--- src/rtl/puf_response_gen.sv ---
// Ring-oscillator PUF response generator.
// Counts rising edges of two multiplexer-selected ring oscillators over equal
// windows. The response bit is 1 when oscillator A produced more edges than B.
// Optional feature: define PUF_TIE_DETECT_EN to add the 'tie' output, which
// flags equal counts.
module puf_response_gen #(
  parameter int CNT_W  = 16,
  parameter int WINDOW = 256,
  parameter int SETTLE = 4
) (
  input  logic             clk,
  input  logic             rst,
  input  logic             start,
  input  logic [5:0]       challenge,
  input  logic             ro_in,
  output logic [2:0]       sel,
  output logic             busy,
  output logic             done,
  output logic             response,
  output logic [CNT_W-1:0] count_a,
  output logic [CNT_W-1:0] count_b
`ifdef PUF_TIE_DETECT_EN
  ,
  output logic             tie
`endif
);

  // One down-counter times both settle and count phases, so size it for the longer one.
  localparam int TMR_MAX = (WINDOW > SETTLE) ? WINDOW : SETTLE;
  localparam int TMR_W   = $clog2(TMR_MAX);
  localparam logic [TMR_W-1:0] SETTLE_LD = TMR_W'(SETTLE - 1);
  localparam logic [TMR_W-1:0] WINDOW_LD = TMR_W'(WINDOW - 1);
  localparam logic [CNT_W-1:0] CNT_MAX   = '1;

  typedef enum logic [2:0] {
    IDLE,
    SETTLE_A,
    COUNT_A,
    SETTLE_B,
    COUNT_B,
    COMPARE,
    DONE
  } state_t;

  state_t             state_q, state_d;
  logic [TMR_W-1:0]   tmr_q, tmr_d;
  logic [2:0]         chal_b_q, chal_b_d;
  logic [2:0]         sel_q, sel_d;
  // sync_q[0] is the metastability flop, sync_q[1] the synchronized value,
  // and sync_q[2] the previous synchronized value used for edge detection.
  logic [2:0]         sync_q, sync_d;
  logic [CNT_W-1:0]   cnt_a_q, cnt_a_d;
  logic [CNT_W-1:0]   cnt_b_q, cnt_b_d;
  logic [CNT_W-1:0]   count_a_q, count_a_d;
  logic [CNT_W-1:0]   count_b_q, count_b_d;
  logic               resp_q, resp_d;
`ifdef PUF_TIE_DETECT_EN
  logic               tie_q, tie_d;
`endif
  logic               edge_det;

  assign edge_det = sync_q[1] & ~sync_q[2];

  // Sequencer: phase order, phase timer, challenge capture and mux select.
  always_comb begin
    state_d  = state_q;
    tmr_d    = tmr_q;
    chal_b_d = chal_b_q;
    sel_d    = sel_q;
    case (state_q)
      IDLE: begin
        if (start) begin
          state_d  = SETTLE_A;
          tmr_d    = SETTLE_LD;
          chal_b_d = challenge[5:3];
          sel_d    = challenge[2:0];
        end
      end
      SETTLE_A: begin
        if (tmr_q == '0) begin
          state_d = COUNT_A;
          tmr_d   = WINDOW_LD;
        end else begin
          tmr_d = tmr_q - 1'b1;
        end
      end
      COUNT_A: begin
        if (tmr_q == '0) begin
          state_d = SETTLE_B;
          tmr_d   = SETTLE_LD;
          sel_d   = chal_b_q;
        end else begin
          tmr_d = tmr_q - 1'b1;
        end
      end
      SETTLE_B: begin
        if (tmr_q == '0) begin
          state_d = COUNT_B;
          tmr_d   = WINDOW_LD;
        end else begin
          tmr_d = tmr_q - 1'b1;
        end
      end
      COUNT_B: begin
        if (tmr_q == '0) begin
          state_d = COMPARE;
        end else begin
          tmr_d = tmr_q - 1'b1;
        end
      end
      COMPARE: state_d = DONE;
      DONE:    state_d = IDLE;
      default: state_d = IDLE;
    endcase
  end

  // Datapath: synchronizer shift, saturating edge counters, result capture.
  always_comb begin
    sync_d    = {sync_q[1:0], ro_in};
    cnt_a_d   = cnt_a_q;
    cnt_b_d   = cnt_b_q;
    count_a_d = count_a_q;
    count_b_d = count_b_q;
    resp_d    = resp_q;
`ifdef PUF_TIE_DETECT_EN
    tie_d     = tie_q;
`endif
    case (state_q)
      SETTLE_A: cnt_a_d = '0;
      COUNT_A: begin
        if (edge_det && (cnt_a_q != CNT_MAX)) cnt_a_d = cnt_a_q + 1'b1;
      end
      SETTLE_B: cnt_b_d = '0;
      COUNT_B: begin
        if (edge_det && (cnt_b_q != CNT_MAX)) cnt_b_d = cnt_b_q + 1'b1;
      end
      COMPARE: begin
        count_a_d = cnt_a_q;
        count_b_d = cnt_b_q;
        resp_d    = (cnt_a_q > cnt_b_q);
`ifdef PUF_TIE_DETECT_EN
        tie_d     = (cnt_a_q == cnt_b_q);
`endif
      end
      default: ;
    endcase
  end

  // State and datapath registers, all cleared by the asynchronous reset.
  always_ff @(posedge clk or negedge rst) begin
    if (!rst) begin
      state_q   <= IDLE;
      tmr_q     <= '0;
      chal_b_q  <= '0;
      sel_q     <= '0;
      sync_q    <= '0;
      cnt_a_q   <= '0;
      cnt_b_q   <= '0;
      count_a_q <= '0;
      count_b_q <= '0;
      resp_q    <= 1'b0;
`ifdef PUF_TIE_DETECT_EN
      tie_q     <= 1'b0;
`endif
    end else begin
      state_q   <= state_d;
      tmr_q     <= tmr_d;
      chal_b_q  <= chal_b_d;
      sel_q     <= sel_d;
      sync_q    <= sync_d;
      cnt_a_q   <= cnt_a_d;
      cnt_b_q   <= cnt_b_d;
      count_a_q <= count_a_d;
      count_b_q <= count_b_d;
      resp_q    <= resp_d;
`ifdef PUF_TIE_DETECT_EN
      tie_q     <= tie_d;
`endif
    end
  end

  assign sel      = sel_q;
  assign busy     = (state_q != IDLE);
  assign done     = (state_q == DONE);
  assign response = resp_q;
  assign count_a  = count_a_q;
  assign count_b  = count_b_q;
`ifdef PUF_TIE_DETECT_EN
  assign tie      = tie_q;
`endif

endmodule
--- config.mk ---
export PLATFORM = sky130hd
export DESIGN_NAME = puf_response_gen
export DESIGN_NICKNAME = d
export VERILOG_FILES = /design/src/rtl/puf_response_gen.sv
export SDC_FILE = /design/constraint.sdc
export NUM_CORES = 1
export LEC_CHECK = 0
export BUFFER_PORTS_ARGS = -buffer_cell sky130_fd_sc_hd__buf_2
export CORE_ASPECT_RATIO = 1.75
export CORE_MARGIN = 1.5
export CORE_UTILIZATION = 53
export CTS_CLUSTER_SIZE = 10
export DETAILED_ROUTE_END_ITERATION = 7
export GPL_TIMING_DRIVEN = 0
export PLACE_DENSITY = 0.81
export SLEW_MARGIN = 20
export SYNTH_ARGS = -nofsm -noshare
export SYNTH_HDL_FRONTEND = slang
export SYNTH_SLANG_ARGS = --single-unit
--- constraint.sdc ---
create_clock -name clk -period 2.1 [get_ports clk]
set_clock_uncertainty 0.1 [all_clocks]
set_input_delay 0.105 -clock clk [delete_from_list [all_inputs] [get_ports clk]]
set_output_delay 0.105 -clock clk [all_outputs]
set_load 0.02 [all_outputs]
==> results of run 1 <==
-- stage by stage --
step	util, %	cells	hold slack (ns)	total power [mW]
finish	66.6	607	0.00609	4.10
global route	66.6	607	0.0114	4.26
CTS	64.7	598	0.000714	4.09
detailed placement	59.4	578	-0.0161	2.47
global placement	59.0	577	0.116	2.43
floorplan	-	440	-0.291	2.28
-- report_power, final --
part | switching (mW) | internal [mW] | total [mW] | leakage, nW
Sequential | 0.129 | 1.75 | 1.88 | 1.15
Combinational | 0.369 | 0.261 | 0.630 | 1.14
Clock | 0.616 | 0.974 | 1.59 | 0.147
-- per-layer routing --
metal / vias to the layer above / GRT usage (%) / part of all wire (%)
met5: - / 0 / 0
met4: 0 / 16.3 / 5.3
met3: 47 / 4.76 / 4.2
met2: 143 / 45.3 / 54
met1: 1820 / 27.2 / 37
li1: 1726 / - / -
-- logic make-up (layout without fill, tap and decap cells) --
logic type      after synthesis  count (layout)  synth area share [%]
simple gates                170             170                  19.5
compound gates               85              85                  12.4
flops                        85              85                  48.9
buf+inv                      35             112                  3.19
mux                          25              25                  6.32
xor+xnor                     21              21                  4.23
fa+ha+maj                    19              19                  5.46
-- worst max-delay path, cell delays in order, from the launching register on --
cell and delay, ns:
dfrtp_1 0.46, and4_1 0.26, and3_1 0.18, clkbuf_1 0.21
a2111oi_1 0.59, xnor2_1 0.19, nor2_1 0.05
-- state kept, by name (all words and copies together) (netlist names) --
name,count
count_a,16
state_q,3
chal_b_q,3
response,1
cnt_b_q,16
sel,3
tmr_q,8
count_b,16
sync_q,3
cnt_a_q,16
-- synth_stat cells (3+ instances only) --
cell type,n,area [um^2]
dfrtp_1,85,2130
nand2_1,54,203
nor2_1,35,131
o21ai_0,31,155
inv_1,20,75.1
mux2_2,20,225
ha_1,19,238
xnor2_1,18,158
a21oi_1,16,80.1
nand3_1,16,80.1
nand4_1,11,68.8
nor3_1,11,55.1
clkbuf_1,9,33.8
o211ai_1,9,67.6
nor4_1,7,43.8
o31ai_1,7,52.6
nand2b_1,6,37.5
and3_1,5,31.3
mux2i_1,5,50.1
a2111oi_0,4,35.0
nor2b_1,4,25.0
a31oi_1,3,18.8
and2_1,3,18.8
nor3b_1,3,22.5
o221a_2,3,33.8
xor2_1,3,26.3
-- final timing paths --
| path | slack (ns) | to | from |
|---|---|---|---|
| max in group asynchronous | 1.15 | state_q[1] | rst |
| setup reg to reg | -0.07 | cnt_a_q[5] | cnt_a_q[11] |
| hold reg to reg | 0.25 | sync_q[1] | sync_q[0] |
| hold / removal | 0.006 | sel[0] | challenge[0] |
| setup / recovery | -0.07 | cnt_a_q[5] | cnt_a_q[11] |
| min in group asynchronous | 0.15 | sync_q[0] | rst |
-- layout make-up --
class | count | area, um^2 | area share [%]
tap | 90 | 113 | 2.12
sequential | 85 | 2130 | 40.3
inverter | 20 | 75.1 | 1.42
clock inverter | 4 | 47.5 | 0.897
clock buffer | 11 | 253 | 4.77
multi-input combinational | 320 | 2220 | 41.9
timing repair buffer | 63 | 390 | 7.37
buffer | 14 | 65.1 | 1.23
-- timing repair --
item                                   CTS  global route
pin swaps                                1             4
setup buffers                            0            10
endpoints found under the hold margin   37             0
hold buffers                             5             0
setup endpoints to repair               24            27
gates resized for setup                 13            23
==> results.txt, run 1 <==
The power density over cell area is 773 nW/um^2. The class of the tightest hold or removal check is in -> reg. The final net count came out at approximately 540. After synthesis the netlist holds a flip-flop and latch count of 85. Headroom to the max-slew limit came out at 53.8%. Counting flops with a built-in enable in the synthesized netlist gives 0. The via-per-instance ratio came out at 6.15. The top cell types in the final layout, fill and taps aside, are 80 x dfrtp_1, 54 x nand2_1, 48 x buf_2. The violation count after the first detailed-routing iteration is 340. The root buffer cell chosen for the clock tree is clkbuf_16.

The fraction of layout instances using a drive strength above 1 came out at 24.4%. The overall fraction of global-route tracks in use is about a quarter. TritonCTS built the clock tree. The overflow left after global routing is 0.

The core region area is ~8000 um^2. The final number of hold-violating endpoints came out at 0. The starting density of the core is roughly 55%. The checks that failed: DRC, setup timing. The number of cells on the worst hold path came out at 3. The most frequent standard cell in the layout excluding fill and tap cells is dfrtp_1. The number of input and output port buffers inserted came out at 47. The count of filler cells inserted in the layout came out at 627. The number of global-route vias before repair came out at roughly 3,800.

The data arrival time of the critical path is between 2 and 2.5 ns. The final sum of negative setup slack came out at -0.105 ns. The minimum period implied by the final worst setup slack came out at 2.17 ns. The post-synthesis sequential area ratio came out at 48.9%. For the worst flop-to-flop path, the logic depth is 6. The number of max-slew violations in the final report came out at 0. The max-cap check violation count is 0. The wire length after detailed routing is 10,600 um. The number of different library cells used by synthesis comes to 52. The maximum clock path buffer count is 2. The boundary pin count came out at 48.

The net count after synthesis came out at 469. The clock reaches the later pin of the worst-skew pair after about 0.34 ns. The number of synthesis warnings came out at 0. The number of buffers inserted during clock tree synthesis came out at 9. The leakage power figure came out at 2.44 nW. The die boundary height is 123 um. The DRC violations left is 4. The critical-path maximum fanout came out at 7. The H-tree was split into 3 levels. The pin slew with the least headroom to its limit is 0.690 ns. Entering global routing, the biggest net connects 53 pins. In the final routed layout, each cell accounts on average for 17.4 um.

The total number of placement rows came out at between 40 and 50. The final setup violation count came out at 3. Derived from the worst setup path, the maximum achievable clock frequency is 461 MHz.

Synthesis produced 440 cells. After synthesis the cells add up to between 4000 and 5000 um^2. The clock sink total came out at 85. After synthesis, the share of flip-flops with an asynchronous set or reset is 100%. The die covers 8790 um^2. The instance area at placement is 4730 um^2. The final RePlAce weighted congestion is around 0.9. The maximum resistive drop on vdd came out at about 0.00081 V.

Before antenna repair, the detailed router went through 7 iterations. STA classifies the critical path endpoint as a flop. The worst setup slack before clock tree synthesis came out at -0.269 ns. The first global-routing pass estimated 17,200 um of wire.

The flow ran to the end, but the final reports show violations. The initial antenna violation count came out at 0. The clock transition at the register clock pins on the worst setup and hold paths after CTS is roughly 0.06 ns. The width of the die is 71.5 um. The share of the clock period used by the worst path came out at 103%. Setup repair after global routing could not meet its margin everywhere. The dominant register cell in the synthesized netlist is dfrtp_1.

The worst setup path is launched from a flop. The number of routed nets with antenna violations is 0. The total inserted antenna cells came out at 0. The finished cells cover 5300 um^2. The half-perimeter wire length after detailed placement came out at 7440 um. The synthesized area divided by synthesized cell count came out at 9.89 um^2. Data on the critical path is required at its endpoint by 2.20 ns. The area added between synthesis and finish came out at 21.8%. The worst setup path is of the reg -> reg kind. The total via count after detailed routing is 3,736. The final worst setup slack is -0.0707 ns.
Note: power is estimated with default switching activity, not from simulation.
==> inputs of run 2 (changes only) <==
--- a/config.mk
+++ b/config.mk
@@ -8,11 +8,12 @@
 export BUFFER_PORTS_ARGS = -buffer_cell sky130_fd_sc_hd__buf_2
 export CORE_ASPECT_RATIO = 1.75
 export CORE_MARGIN = 1.5
-export CORE_UTILIZATION = 53
+export CORE_UTILIZATION = 55
+export CTS_BUF_LIST = sky130_fd_sc_hd__clkbuf_8
 export CTS_CLUSTER_SIZE = 10
 export DETAILED_ROUTE_END_ITERATION = 7
 export GPL_TIMING_DRIVEN = 0
-export PLACE_DENSITY = 0.81
+export PLACE_DENSITY = 0.84
 export SLEW_MARGIN = 20
 export SYNTH_ARGS = -nofsm -noshare
 export SYNTH_HDL_FRONTEND = slang
==> results.txt, run 2 (synthesis results as in run 1) <==
The flow ran to the end, but the final reports show violations. The final reports fail on setup timing. The die boundary height is 121 um (-1.8%).

The half-perimeter wire length after detailed placement is 7570 um (+1.8%). The critical setup path kind is reg -> reg. The timing startpoint of the critical path is state_q[2].

The instance area at placement came out at 4730 um^2 (about the same). The library cell used most frequently in the layout, excluding fill and tap cells, is dfrtp_1. The number of global-route vias before repair came out at 3,542 (-6.3%). The number of routed nets with antenna violations came to 0 (unchanged). The maximum level of the CTS H-tree came out at 3 (unchanged).

The worst reg-to-reg path cell count came out at 6 (unchanged). The width of the die came to 70.3 um (-1.8%). The overflow left after global routing came out at 0 (unchanged). The wire length after detailed routing is 10,400 um (-2.1%). The category of the worst setup path capture point is a flop.

The pin slew with the least headroom to its limit is 0.714 ns (+0.0239 ns). The fmax came out at 475 MHz (+3.1%). The most critical setup path has its endpoint at cnt_b_q[11].

The clock transition at the register clock pins on the worst setup and hold paths after CTS is 0.08 ns (+0.02 ns). The total via count after detailed routing came out at 3,710 (-0.70%). The overall fraction of global-route tracks in use came out at 25.9% (+0.41 points). The core region area is 7620 um^2 (-4.3%). The maximum resistive drop on vdd came out at 0.000641 V (-20%). The total number of placement rows came out at 42 (-2.3%). The final number of hold-violating endpoints is 0 (unchanged). The initial antenna violation count came out at 0 (unchanged). The class of the tightest hold or removal check is in -> reg. The max-cap check violation count is 0 (unchanged). The wire length of the first global-routing pass came out at 17,100 um (-0.68%).

The critical-path maximum fanout is 10 (+3). The area added between synthesis and finish is 19.3%. The boundary pin count is 48 (unchanged).

The final RePlAce weighted congestion is 0.910 (about the same). The leakage power figure is 2.35 nW (-3.4%). The largest net degree at the start of global routing is 49 (-7.5%). The share of the clock period used by the worst path was 100% (-3.1 points). The number of input and output port buffers inserted came to 47 (unchanged). The footprint of the flip-flops and latches came out at 2130 um^2 (unchanged). The relative slew slack is 52.2% (-1.6 points). The power density over cell area came to 679 nW/um^2 (-12%). The endpoint of the worst-slack reg-to-reg timing path is cnt_b_q[11].

The via-per-instance ratio came to 6.12 (-0.53%). The fraction of layout instances using a drive strength above 1 came out at 23.7% (-0.63 points). The violation count after the first detailed-routing iteration came to 210 (-38%).

The minimum period implied by the final worst setup slack is 2.11 ns (-0.0653 ns). TritonCTS built the clock tree. The startpoint of the lowest-slack register-to-register path is state_q[2].

Setup repair after global routing could not meet its margin everywhere. The cell area after layout came out at 5190 um^2 (-2.0%). The area used by multi-input combinational logic came out at 2240 um^2 (+0.79%). The number of iterations in the first detailed-routing pass is 5 (-2). The starting density of the core was 57.1% (+2.5 points). The worst setup slack for register-to-register paths came out at -0.005 ns (+0.07 ns). The final worst setup slack came out at -0.00534 ns (+0.0653 ns). The tree is rooted in a clkbuf_8. The total inserted antenna cells is 0 (unchanged). The die area came out at 8480 um^2 (-3.5%).

The final net count is 543 (+0.18%). The number of max-slew violations in the final report came out at 0 (unchanged). The routed wire length per instance is 17.1 um (-1.9%). The worst path required time is 2.25 ns (+0.05 ns). The number of buffers inserted during clock tree synthesis came to 9 (unchanged).

The end-of-flow core utilization is 68.2% (+1.6 points). The DRC violations left came out at 0 (-4). The maximum clock path buffer count was 2 (unchanged). The clock sink total is 85 (unchanged). The count of filler cells inserted in the layout is 578 (-7.8%).

The worst setup path is launched from a flop. The data arrival time of the critical path came out at 2.25 ns (-0.02 ns). In the layout the commonest cells are 80 x dfrtp_1, 54 x nand2_1, 48 x buf_2. The source-to-sink clock delay at the later pin of the worst-skew pair was 0.37 ns (+0.03 ns).

The final setup violation count came out at 1 (-2).
-- run 2: worst max-delay path, cell delays in order (launching register included) --
cell	delay (ns)
dfrtp_1	0.34
buf_6	0.13
or3b_4	0.41
or4_4	0.62
nor4_4	0.18
xnor2_1	0.15
nor2_1	0.05
-- run 2: layout make-up --
cell class / instances / area share [%]
inverter: 20 / 1.45
sequential: 85 / 41.1
clock buffer: 10 / 2.65
tap: 88 / 2.12
clock inverter: 5 / 0.554
multi-input combinational: 320 / 43.1
buffer: 14 / 1.20
timing repair buffer: 64 / 7.81
-- run 2: where the power goes --
| group | leakage [nW] | internal [mW] | switching [mW] |
|---|---|---|---|
| clock | 0.0853 | 0.446 | 0.575 |
| combinational | 1.12 | 0.264 | 0.368 |
| sequential | 1.15 | 1.74 | 0.127 |
-- run 2: worst min-delay path by stage --
stage	from	to	cells after the start
after floorplan	rst	chal_b_q[0]	0
after global placement	ro_in	sync_q[0]	1
after detailed placement	rst	sync_q[0]	1
after CTS	start	tmr_q[7]	3
after global routing	start	tmr_q[7]	3
final	start	tmr_q[7]	3
-- run 2: timing repair --
item,in CTS,in global routing
setup endpoints to repair,24,37
pin swaps,1,5
gates resized for setup,9,25
hold buffers,8,0
buffers inserted,0,8
endpoints found under the hold margin,44,0
-- run 2: through the flow --
stage                     instances  setup TNS [ns]  worst slack, ns  power (mW)  hold WS (ns)
after global routing            606          -0.750           -0.111        3.69         0.135
after floorplan                 440               0           0.0827        2.28        -0.291
after global placement          575           -1.01           -0.146        2.42         0.115
final                           606        -0.00534         -0.00534        3.52         0.130
after detailed placement        576           -2.42           -0.208        2.46       0.00633
after CTS                       598               0          0.00236        3.49         0.113
-- run 2: per-layer routing --
| metal | part of all wire, % | global-route usage, % | vias up | wire [um] |
|---|---|---|---|---|
| li1 | - | - | 1723 | - |
| met1 | 38 | 28.5 | 1793 | 3910 |
| met2 | 53 | 44.9 | 151 | 5490 |
| met3 | 3.7 | 3.67 | 43 | 385 |
| met4 | 5.7 | 18.0 | 0 | 586 |
| met5 | 0 | 0 | - | 0 |
==> inputs of run 3 (changes only) <==
--- a/config.mk
+++ b/config.mk
@@ -5,15 +5,17 @@
 export SDC_FILE = /design/constraint.sdc
 export NUM_CORES = 1
 export LEC_CHECK = 0
+export ABC_AREA = 1
 export BUFFER_PORTS_ARGS = -buffer_cell sky130_fd_sc_hd__buf_2
 export CORE_ASPECT_RATIO = 1.75
 export CORE_MARGIN = 1.5
-export CORE_UTILIZATION = 55
+export CORE_UTILIZATION = 56
 export CTS_BUF_LIST = sky130_fd_sc_hd__clkbuf_8
 export CTS_CLUSTER_SIZE = 10
 export DETAILED_ROUTE_END_ITERATION = 7
 export GPL_TIMING_DRIVEN = 0
 export PLACE_DENSITY = 0.84
+export SKIP_CTS_REPAIR_TIMING = 1
 export SLEW_MARGIN = 20
 export SYNTH_ARGS = -nofsm -noshare
 export SYNTH_HDL_FRONTEND = slang
==> results.txt, run 3 <==
The total number of placement rows came to 44 (+4.8%). Leaving out fill and tap cells, the most frequent cell in the layout is nand2_1. The overflow left after global routing was 0 (unchanged). The via-per-instance ratio was 5.38 (-12%).

The worst setup slack before clock tree synthesis came out at 0.0169 ns (+0.225 ns). The critical setup path kind is reg -> reg. The number of input and output port buffers inserted is 47 (unchanged). The total via count after detailed routing is 4,403 (+19%). The count of flip-flops with a built-in enable after synthesis is 0 (unchanged).

The category of the worst setup path capture point is a flop. The pin slew with the least headroom to its limit came to 0.539 ns (-0.175 ns). The number of global-route vias before repair came out at 4,316 (+22%).

The synthesized instance count was 632 (+44%). The worst path required time is 2.25 ns (about the same). The proportion of netlist area held by the largest area contributor is 43.6% (-5.3 points). The final worst setup slack came out at 0.0918 ns (+0.0971 ns).

The clock transition at the register clock pins on the worst setup and hold paths after CTS was 0.09 ns (about the same). The leakage power figure came out at 2.64 nW (+12%). The final RePlAce weighted congestion is 0.960 (+5.5%). The number of buffers inserted during clock tree synthesis came to 9 (unchanged). The clock sink total is 85 (unchanged).

The maximum level of the CTS H-tree came out at 3 (unchanged). The clock tree from TritonCTS is done. The data arrival time of the critical path came to 2.16 ns (-0.09 ns). The wire length after detailed routing came out at 12,200 um (+18%). CTS placed an instance of clkbuf_8 at the clock tree root. The die area was 9310 um^2 (+9.8%). The source-to-sink clock delay at the later pin of the worst-skew pair came out at 0.36 ns (about the same). The critical-path maximum fanout is 10 (unchanged).

The boundary pin count is 48 (unchanged). The area added between synthesis and finish came out at 14.9%. The kind of start point of the critical path is a flop. The footprint of the flip-flops and latches is 2130 um^2 (-0.18%).

The count of state elements after synthesis is 85 (unchanged). The power density over cell area came to 985 nW/um^2 (+45%). The final number of hold-violating endpoints is 0 (unchanged).

The number of iterations in the first detailed-routing pass was 5 (unchanged). The number of cells in the design after placement is 795 (+38%). The relative slew slack was 64.1% (+12 points).

The run finished with clean final reports. The final setup violation count came out at 0 (-1). The DRC violations left came out at 0 (unchanged). The post-synthesis sequential area ratio came to 43.6% (-5.3 points).

The core region area came to 8370 um^2 (+9.8%). In this run the worst hold path is classified as in -> reg. The minimum period implied by the final worst setup slack came out at 2.01 ns (-0.0971 ns).

The maximum resistive drop on vdd was 0.000722 V (+13%). The number of synthesis warnings is 0 (unchanged). The most used flip-flop cell after synthesis is dfrtp_1. The maximum clock path buffer count came out at 2 (unchanged). The final standard cell count with taps included and fillers excluded came out at 819 (+35%). The count of filler cells inserted in the layout is 711 (+23%). The wire length of the first global-routing pass came out at 19,500 um (+14%). The initial antenna violation count came out at 0 (unchanged).

The routed wire length per instance came out at 14.9 um (-13%). Setup repair after global routing left no endpoint under its margin. The overall fraction of global-route tracks in use is 27.3% (+1.4 points). The max-cap check violation count is 0 (unchanged). Leaving out fill and tap cells, the most frequent cells in the layout are 192 x nand2_1, 84 x nor2_1, 83 x dfrtp_1.

The area used by multi-input combinational logic is 2440 um^2 (+8.8%). By area the synthesized netlist is led by dfrtp_1 44%, nand2_1 15%, nor2_1 6.5%. The largest net degree at the start of global routing is 47 (-4.1%). The number of unique standard cell types used by synthesis came to 31 (-40%).

The final net count is 728 (+34%). The width of the die is 73.6 um (+4.8%). The total standard cell area after synthesis is 4880 um^2 (+12%).

The starting density of the core came to 58.4% (+1.2 points). The fmax is 498 MHz (+4.8%). The fraction of layout instances using a drive strength above 1 is 18.3% (-5.4 points). The violation count after the first detailed-routing iteration is 291 (+39%). The die boundary height is 127 um (+4.8%).

The commonest cells after synthesis are 192 x nand2_1, 85 x dfrtp_1, 84 x nor2_1. Of all cell types, the one taking the most synthesized area is dfrtp_1. The half-perimeter wire length after detailed placement is 9140 um (+21%).

The share of the clock period used by the worst path is 95.6% (-4.6 points). The number of max-slew violations in the final report was 0 (unchanged). The library cell with the highest instance count after synthesis is nand2_1. The total inserted antenna cells is 0 (unchanged). The number of routed nets with antenna violations came to 0 (unchanged). The share of flip-flops with an asynchronous set or reset came out at 100% (unchanged). The net count after synthesis was 661 (+41%).

The synthesized area divided by synthesized cell count came out at 7.73 um^2 (-22%).
run 3: cell families (layout without fill, tap and decap cells):
group | after synthesis | in the layout | synth area share [%]
buf+inv | 74 | 146 | 6.56
fa+ha+maj | 19 | 19 | 4.87
compound gates | 83 | 83 | 10.5
flops | 85 | 85 | 43.6
mux | 3 | 3 | 0.692
xor+xnor | 17 | 17 | 3.05
simple gates | 351 | 351 | 30.8
run 3: layout make-up:
type                            count  share of cell area, %
Timing Repair Buffer               56                   6.15
Clock inverter                      5                   1.47
Inverter                           60                   4.01
Clock buffer                       11                   2.70
Buffer                             14                   1.69
Multi-Input combinational cell    473                   43.5
Tap cell                          115                   2.56
Sequential cell                    85                   37.9
run 3: per-layer routing:
layer / share of wire [%] / track usage, % / vias to the layer above
met5: 0 / 0 / -
li1: - / - / 2159
met1: 37 / 28.2 / 2082
met4: 4.5 / 16.1 / 0
met2: 55 / 48.4 / 126
met3: 3.7 / 6.04 / 36
run 3: report_power, final:
| group | leakage [nW] | switching (mW) | internal [mW] |
|---|---|---|---|
| Clock | 0.119 | 0.614 | 0.739 |
| Combinational | 1.37 | 1.45 | 0.689 |
| Sequential | 1.14 | 0.194 | 1.84 |
| Total | 2.64 | 2.25 | 3.27 |
run 3: worst max-delay path, cell delays in order, from the launching register on:
cell	delay, ns
dfrtp_2	0.45
ha_2	0.26
nand2_1	0.09
nor2_2	0.18
nand2_2	0.10
nor2_2	0.10
nand2_2	0.10
nand2_4	0.12
nand2_4	0.10
buf_6	0.18
nand2_1	0.07
nand2_1	0.05
run 3: worst paths after layout:
check	start	endpoint	slack (ns)	cells past startpoint
hold / removal	start	tmr_q[3]	0.14	6
setup reg to reg	cnt_b_q[0]	cnt_b_q[9]	0.09	11
max in group asynchronous	rst	count_a[15]	1.12	3
min in group asynchronous	rst	count_b[4]	0.16	2
hold reg to reg	sync_q[0]	sync_q[1]	0.26	0
setup / recovery	cnt_b_q[0]	cnt_b_q[9]	0.09	11
run 3: stage by stage:
step,TNS [ns],hold WS [ns],power (mW),area [um^2],util [%]
after floorplan,0,-0.291,3.60,4880,-
after detailed placement,0,0.0201,4.15,5290,63.2
after CTS,-0.00432,-0.388,5.52,5530,66.0
final,0,0.135,5.53,5610,67.1
after global routing,0,0.166,5.85,5610,67.1
after global placement,0,0.114,4.07,5260,62.9
